## src/rtl/eac_select_pipe.sv

```systemverilog
// One's-complement end-around-carry adder back end: registers a bundle of
// carry-select group sums, resolves the end-around carry and selects per group.

module eac_grp_sel #(
    parameter int GW = 4
) (
    input  logic          cs,
    input  logic [GW-1:0] s,
    input  logic [GW-1:0] s1,
    output logic [GW-1:0] sel
);
    assign sel = cs ? s1 : s;
endmodule

module eac_select_pipe #(
    parameter int CLA_GRP_WIDTH = 4,
    parameter int NUM_GRPS      = 4,
    parameter int W             = CLA_GRP_WIDTH * NUM_GRPS
) (
    input  logic            clk,
    input  logic            rst_n,
    input  logic            in_valid,
    output logic            in_ready,
    input  logic [W-1:0]    grp_s,
    input  logic [W-1:0]    grp_s1,
    input  logic [NUM_GRPS-1:0] grp_gg,
    input  logic [NUM_GRPS-1:0] grp_gp,
    output logic            out_valid,
    input  logic            out_ready,
    output logic [W-1:0]    sum,
    output logic            eac,
    output logic            neg_zero
);
    // S1 bundle
    logic                s1_valid;
    logic [W-1:0]        s1_s;
    logic [W-1:0]        s1_s1;
    logic [NUM_GRPS-1:0] s1_gg;
    logic [NUM_GRPS-1:0] s1_gp;

    logic in_fire;
    logic s2_load;

    assign s2_load  = !out_valid || out_ready;
    assign in_ready = !s1_valid || s2_load;
    assign in_fire  = in_valid && in_ready;

    always_ff @(posedge clk or negedge rst_n) begin
        if (!rst_n) begin
            s1_valid <= 1'b0;
            s1_s     <= '0;
            s1_s1    <= '0;
            s1_gg    <= '0;
            s1_gp    <= '0;
        end else begin
            if (in_fire) begin
                s1_valid <= 1'b1;
                s1_s     <= grp_s;
                s1_s1    <= grp_s1;
                s1_gg    <= grp_gg;
                s1_gp    <= grp_gp;
            end else if (s2_load) begin
                s1_valid <= 1'b0;
            end
        end
    end

    // Two independent chains: the first (carry-in 0) yields the wrap carry,
    // the second re-runs with it as carry-in, so no combinational loop exists.
    logic [NUM_GRPS:0]   c;
    logic [NUM_GRPS-1:0] cs;
    logic                eac_nxt;
    logic                nz_nxt;
    logic [W-1:0]        sum_nxt;

    always_comb begin
        c    = '0;
        c[0] = 1'b0;
        for (int k = 0; k < NUM_GRPS; k++) begin
            c[k+1] = s1_gg[k] | (s1_gp[k] & c[k]);
        end
    end

    assign eac_nxt = c[NUM_GRPS];
    assign nz_nxt  = &s1_gp;

    always_comb begin
        cs    = '0;
        cs[0] = eac_nxt;
        for (int k = 0; k < NUM_GRPS - 1; k++) begin
            cs[k+1] = s1_gg[k] | (s1_gp[k] & cs[k]);
        end
    end

    eac_grp_sel #(.GW(CLA_GRP_WIDTH)) u_sel [NUM_GRPS-1:0] (
        .cs  (cs),
        .s   (s1_s),
        .s1  (s1_s1),
        .sel (sum_nxt)
    );

    // S2: result registers only change when a valid bundle moves in.
    always_ff @(posedge clk or negedge rst_n) begin
        if (!rst_n) begin
            out_valid <= 1'b0;
            sum       <= '0;
            eac       <= 1'b0;
            neg_zero  <= 1'b0;
        end else if (s2_load) begin
            out_valid <= s1_valid;
            if (s1_valid) begin
                sum      <= sum_nxt;
                eac      <= eac_nxt;
                neg_zero <= nz_nxt;
            end
        end
    end
endmodule

```

## config.mk

```make
export PLATFORM = sky130hd
export DESIGN_NAME = eac_select_pipe
export DESIGN_NICKNAME = d
export VERILOG_FILES = /design/src/rtl/eac_select_pipe.sv
export SDC_FILE = /design/constraint.sdc
export NUM_CORES = 1
export LEC_CHECK = 0
export CAP_MARGIN = 20
export CORE_MARGIN = 8
export CORE_UTILIZATION = 52
export CTS_CLUSTER_DIAMETER = 120
export DETAILED_ROUTE_END_ITERATION = 16
export GPL_ROUTABILITY_DRIVEN = 0
export PLACE_DENSITY = 0.94
export SYNTH_ARGS = -nofsm -noshare
export SYNTH_HDL_FRONTEND = slang
export SYNTH_SLANG_ARGS = --single-unit
export TNS_END_PERCENT = 100
```

## constraint.sdc

```tcl
create_clock -name clk -period 4.3 [get_ports clk]
set_input_delay 1.29 -clock clk [delete_from_list [all_inputs] [get_ports clk]]
set_output_delay 1.29 -clock clk [all_outputs]
set_load 0.02 [all_outputs]
```

# After elaboration in Yosys (flattened, before gate mapping)
# Cells that the tools add are included.
# classes
n_mux	6
n_div	0
addsub	0
n_reduce_logical	8
mul	0
n_bitwise	12
shifts	0
n_lt_le_gt_ge	0
n_eq_ne	0
# ops
cell	count
$mux W4	4
$and A1 B1 Y1	6
$or A1 B1 Y1	6
$reduce_and A4 Y1	1
$logic_not A1 Y1	2
$logic_or A1 B1 Y1	2
$mux W1	2
$reduce_and A2 Y1	1
$reduce_bool A2 Y1	1
$logic_and A1 B1 Y1	1
# totals
regBits	60
n_memories	0
latch_bits	0
romBits	0
word_cells	35
ram_bits	0
output_inout_bits	20
inputBits	44

# Depth between registers and ports, before layout
# depth
word_depth	13
ltp_mapped	5
depth_no_buf	5

# Modules after synthesis
# From an unflattened synthesis, not the netlist that was laid out.
# hier_totals
hier_cells	158
area_unflattened_um2	2760.1
# by_module_without_submodules
module	seq_area_each_um2	cells_per_inst	area_per_inst_um2	n_inst
eac_select_pipe	1501.4	142	2580.0	1
eac_grp_sel	0.0	4	45.0	4

# Least setup slack after synthesis
# OpenSTA, ideal clock, no wires.
# synth_timing
kind	input to output
startpoint	input port out_ready
endpoint	output port in_ready
path_buffers	0
slack_ns	1.437
cell_stages	1
arrival_time_ns	1.573
required_ns	3.010
cell_sequence	nand3b_1
# synth_between
elab_chain_cells	2
# synth_lines
item	line_no	rtl
from (decl)	29	input logic out_ready,
$logic_or A1 B1 Y1	44	assign s2_load = !out_valid || out_ready;
$logic_or A1 B1 Y1	45	assign in_ready = !s1_valid || s2_load;
to (decl)	23	output logic in_ready,
# No other way between the ends.

# Worst setup path after layout
# Ends and elaborated chain as after synthesis.

==> flow_summary.yaml <==
run:
  max_cap_viol_count: 0
clock_tree:
  cts_tree: "built"
  hold_buffers: 0
  ctsLongestPathBuffers: 2
  ctsResizeCount: 0
  clockRootBuffer: "clkbuf_8"
  htreeDepth: 3
  post_cts.repair.setup_buffers: 0
  cts.sinks: 60
  clkLatencyLatePin_ns: 0.32
  numCtsBuffers: 9
  cts.clk_slew.worst_paths_ns: 0.06
finish:
  drive_above_1_share_pct: 23.8
  num_antenna_cells: 0
  fill_cells: 322
  layout.cells.non_filler: 302
  syn_to_final_growth_pct: 33.2
  fin_nets: 291
route:
  first_pass_iters: 4
  ant_nets: 0
  drt_wl_total_mm: 4.73
  num_vias: 1582
  drt_iter0_markers: 67
  wl_per_cell_um: 15.7
  drc: 0
  vias_per_cell: 5.24
sta:
  slew_headroom_pct: 38.0
  maxSlewViolCount: 0
  setup_viol: 0
  rsz0062_at_grt: "false"
  skew_ns: 0.00567
  hold_violations: 0
  setup_tns_ns: 0
  tightestPinTransition_ns: 0.930
  fmax_mhz: 260
  post-route-period-util_pct: 89.3
  min_period_ns: 3.84
logic_synthesis:
  synth_nets: 223
  ys_types: 22
  synth-seq-cells: 60
  synth_fa_ha_area_share_pct: 0
  synth_top_area_share_pct: 61.0
  synth_flop_cell: "dfrtp_1"
  seq_area_frac_synth_pct: 61.0
  syn_inst: 179
  synth_xor_area_share_pct: 0
  synth_edf_count: 0
  synth_mux_area_share_pct: 24.8
  synth_compound_area_share_pct: 7.67
  avgSynthCellArea_um2: 13.8
  synth-warning-count: 0
  synth_top_cell_by_area: "dfrtp_1"
  synth-async-reset-ratio_pct: 100
  synth-simple-area-share_pct: 5.28
  synth_common_cells: "dfrtp_1 (60), mux2_2 (40), mux2i_1 (16), nand2_1 (16), o21ai_0 (11)"
  synth_top_family_by_area: "multiplexers"
  synth.area.top_cells: "dfrtp_1 (61%), mux2_2 (18%), mux2i_1 (6.5%)"
  synth.most_common_cell: "dfrtp_1"
  syn_area_um2: 2460
floorplanning:
  io_pins: 64
  start_util_pct: 53.2
  num_rows: 25
  core_area_um2: 4630
  die_y_um: 84.8
  die-width_um: 84.8
  dieArea_um2: 7190
grt:
  grt_max_degree: 45
  grt_pass1_vias: 1691
  grt.total_usage_pct: 14.2
  grt_pass1_wl_mm: 7.91
  gr-total-overflow: 0
  antenna_found_initial: 0
worst_setup_path:
  endpoint_kind: "output port"
  worstPathArrival_ns: 2.55
  crit_fanout: 3
  critPathLaunchType: "input port"
  max_stage_delay_ns: 0.63
  slowest_stage: "clkdlybuf4s50_1"
  critPathMostFrequentCell: "clkdlybuf4s50_1"
  critPathKind: "input port to output port"
  crit_required_ns: 3.01
  crit_chain: "clkdlybuf4s50_1 > nand3b_1 > clkdlybuf4s50_1"
power:
  p_per_area_nw_per_um2: 465
  ir_drop_v: 0.000275
  power.leakage_nw: 1.40
placement:
  place_inst: 290
  placement.io_buffers: 63
  dpl.hpwl_mm: 3.42
hold_path:
  min_path_type: "flop to flop"
status:
  outcome: "completed"
==> stage by stage <==
stage | setup slack (ns) | cell area (µm²) | hold WS (ns) | total power, mW | utilization, %
after floorplan | 1.44 | 2460 | 0.471 | 0.958 | -
after global placement | 0.487 | 3130 | 0.460 | 1.13 | 67.7
after detailed placement | 0.461 | 3130 | 0.469 | 1.15 | 67.7
after CTS | 0.450 | 3280 | 0.482 | 1.54 | 70.8
after global routing | 0.398 | 3280 | 0.507 | 1.61 | 70.8
final | 0.459 | 3280 | 0.478 | 1.52 | 70.8
==> cells by family after synthesis <==
family | count (synthesis)
flip-flops | 60
multiplexers | 56
AND/OR/NAND/NOR | 30
AO/OA/AOI/OAI | 26
buffers and inverters | 7
==> final cells by class <==
cell class,instances,area (µm²),area share [%]
flip-flops and latches,60,1500,45.8
multi-input cells,112,932,28.4
well taps,54,67.6,2.06
repair buffers,64,633,19.3
clock buffers,12,145,4.43
==> per-layer routing <==
layer / track usage, % / part of all wire [%] / routed length [µm] / vias to the layer above
met5: 0 / 0 / 0 / -
met4: 6.31 / 1.3 / 61 / 0
met3: 6.08 / 5.5 / 260 / 7
met2: 23.1 / 51 / 2400 / 37
met1: 16.0 / 42 / 2010 / 775
li1: - / - / - / 763
==> final timing paths <==
| check | startpoint | endpoint | slack (ns) | depth (start not counted) |
|---|---|---|---|---|
| setup reg to reg | out_valid$_DFFE_PN0P_ | s1_s[13]$_DFFE_PN0P_ | 2.51 | 3 |
| max in group asynchronous | rst_n | sum[13]$_DFFE_PN0P_ | 2.41 | 2 |
| min in group asynchronous | rst_n | s1_s[1]$_DFFE_PN0P_ | 1.10 | 1 |
| hold reg to reg | sum[4]$_DFFE_PN0P_ | sum[4]$_DFFE_PN0P_ | 0.48 | 2 |
| hold / removal | sum[4]$_DFFE_PN0P_ | sum[4]$_DFFE_PN0P_ | 0.48 | 2 |
| setup / recovery | out_ready | in_ready | 0.46 | 3 |
==> state kept, by name, summed over array words and instances, names as in the netlist <==
name / flops
sum: 16
s1_valid: 1
out_valid: 1
s1_gg: 4
s1_s: 16
eac: 1
neg_zero: 1
s1_gp: 4
s1_s1: 16
==> cells in the final DEF (no fill, tap or decap), types with 2 or more instances in the layout <==
master           netlist  final
clkbuf_1               2      2
nand2b_1               3      3
a21oi_4                2      2
nor2_1                 7      7
clkdlybuf4s50_1        0     62
mux2_2                40     40
o21ai_1                4      4
nand2_1               16     15
a21oi_1                4      4
dfrtp_1               60     60
o21ai_0               11     11
clkbuf_8               0     10
mux2i_1               16     16
==> power breakdown <==
group / internal (mW) / total [mW] / switching (mW)
combinational: 0.219 / 0.399 / 0.180
sequential: 0.667 / 0.731 / 0.0645
clock: 0.212 / 0.394 / 0.182
total: 1.10 / 1.52 / 0.427
==> critical path, delay by kind of cell <==
| family | cells | cell delay (ns) |
|---|---|---|
| buf+inv | 2 | 1.10 |
| simple gates | 1 | 0.16 |
Power figures use the tool's default switching activity.
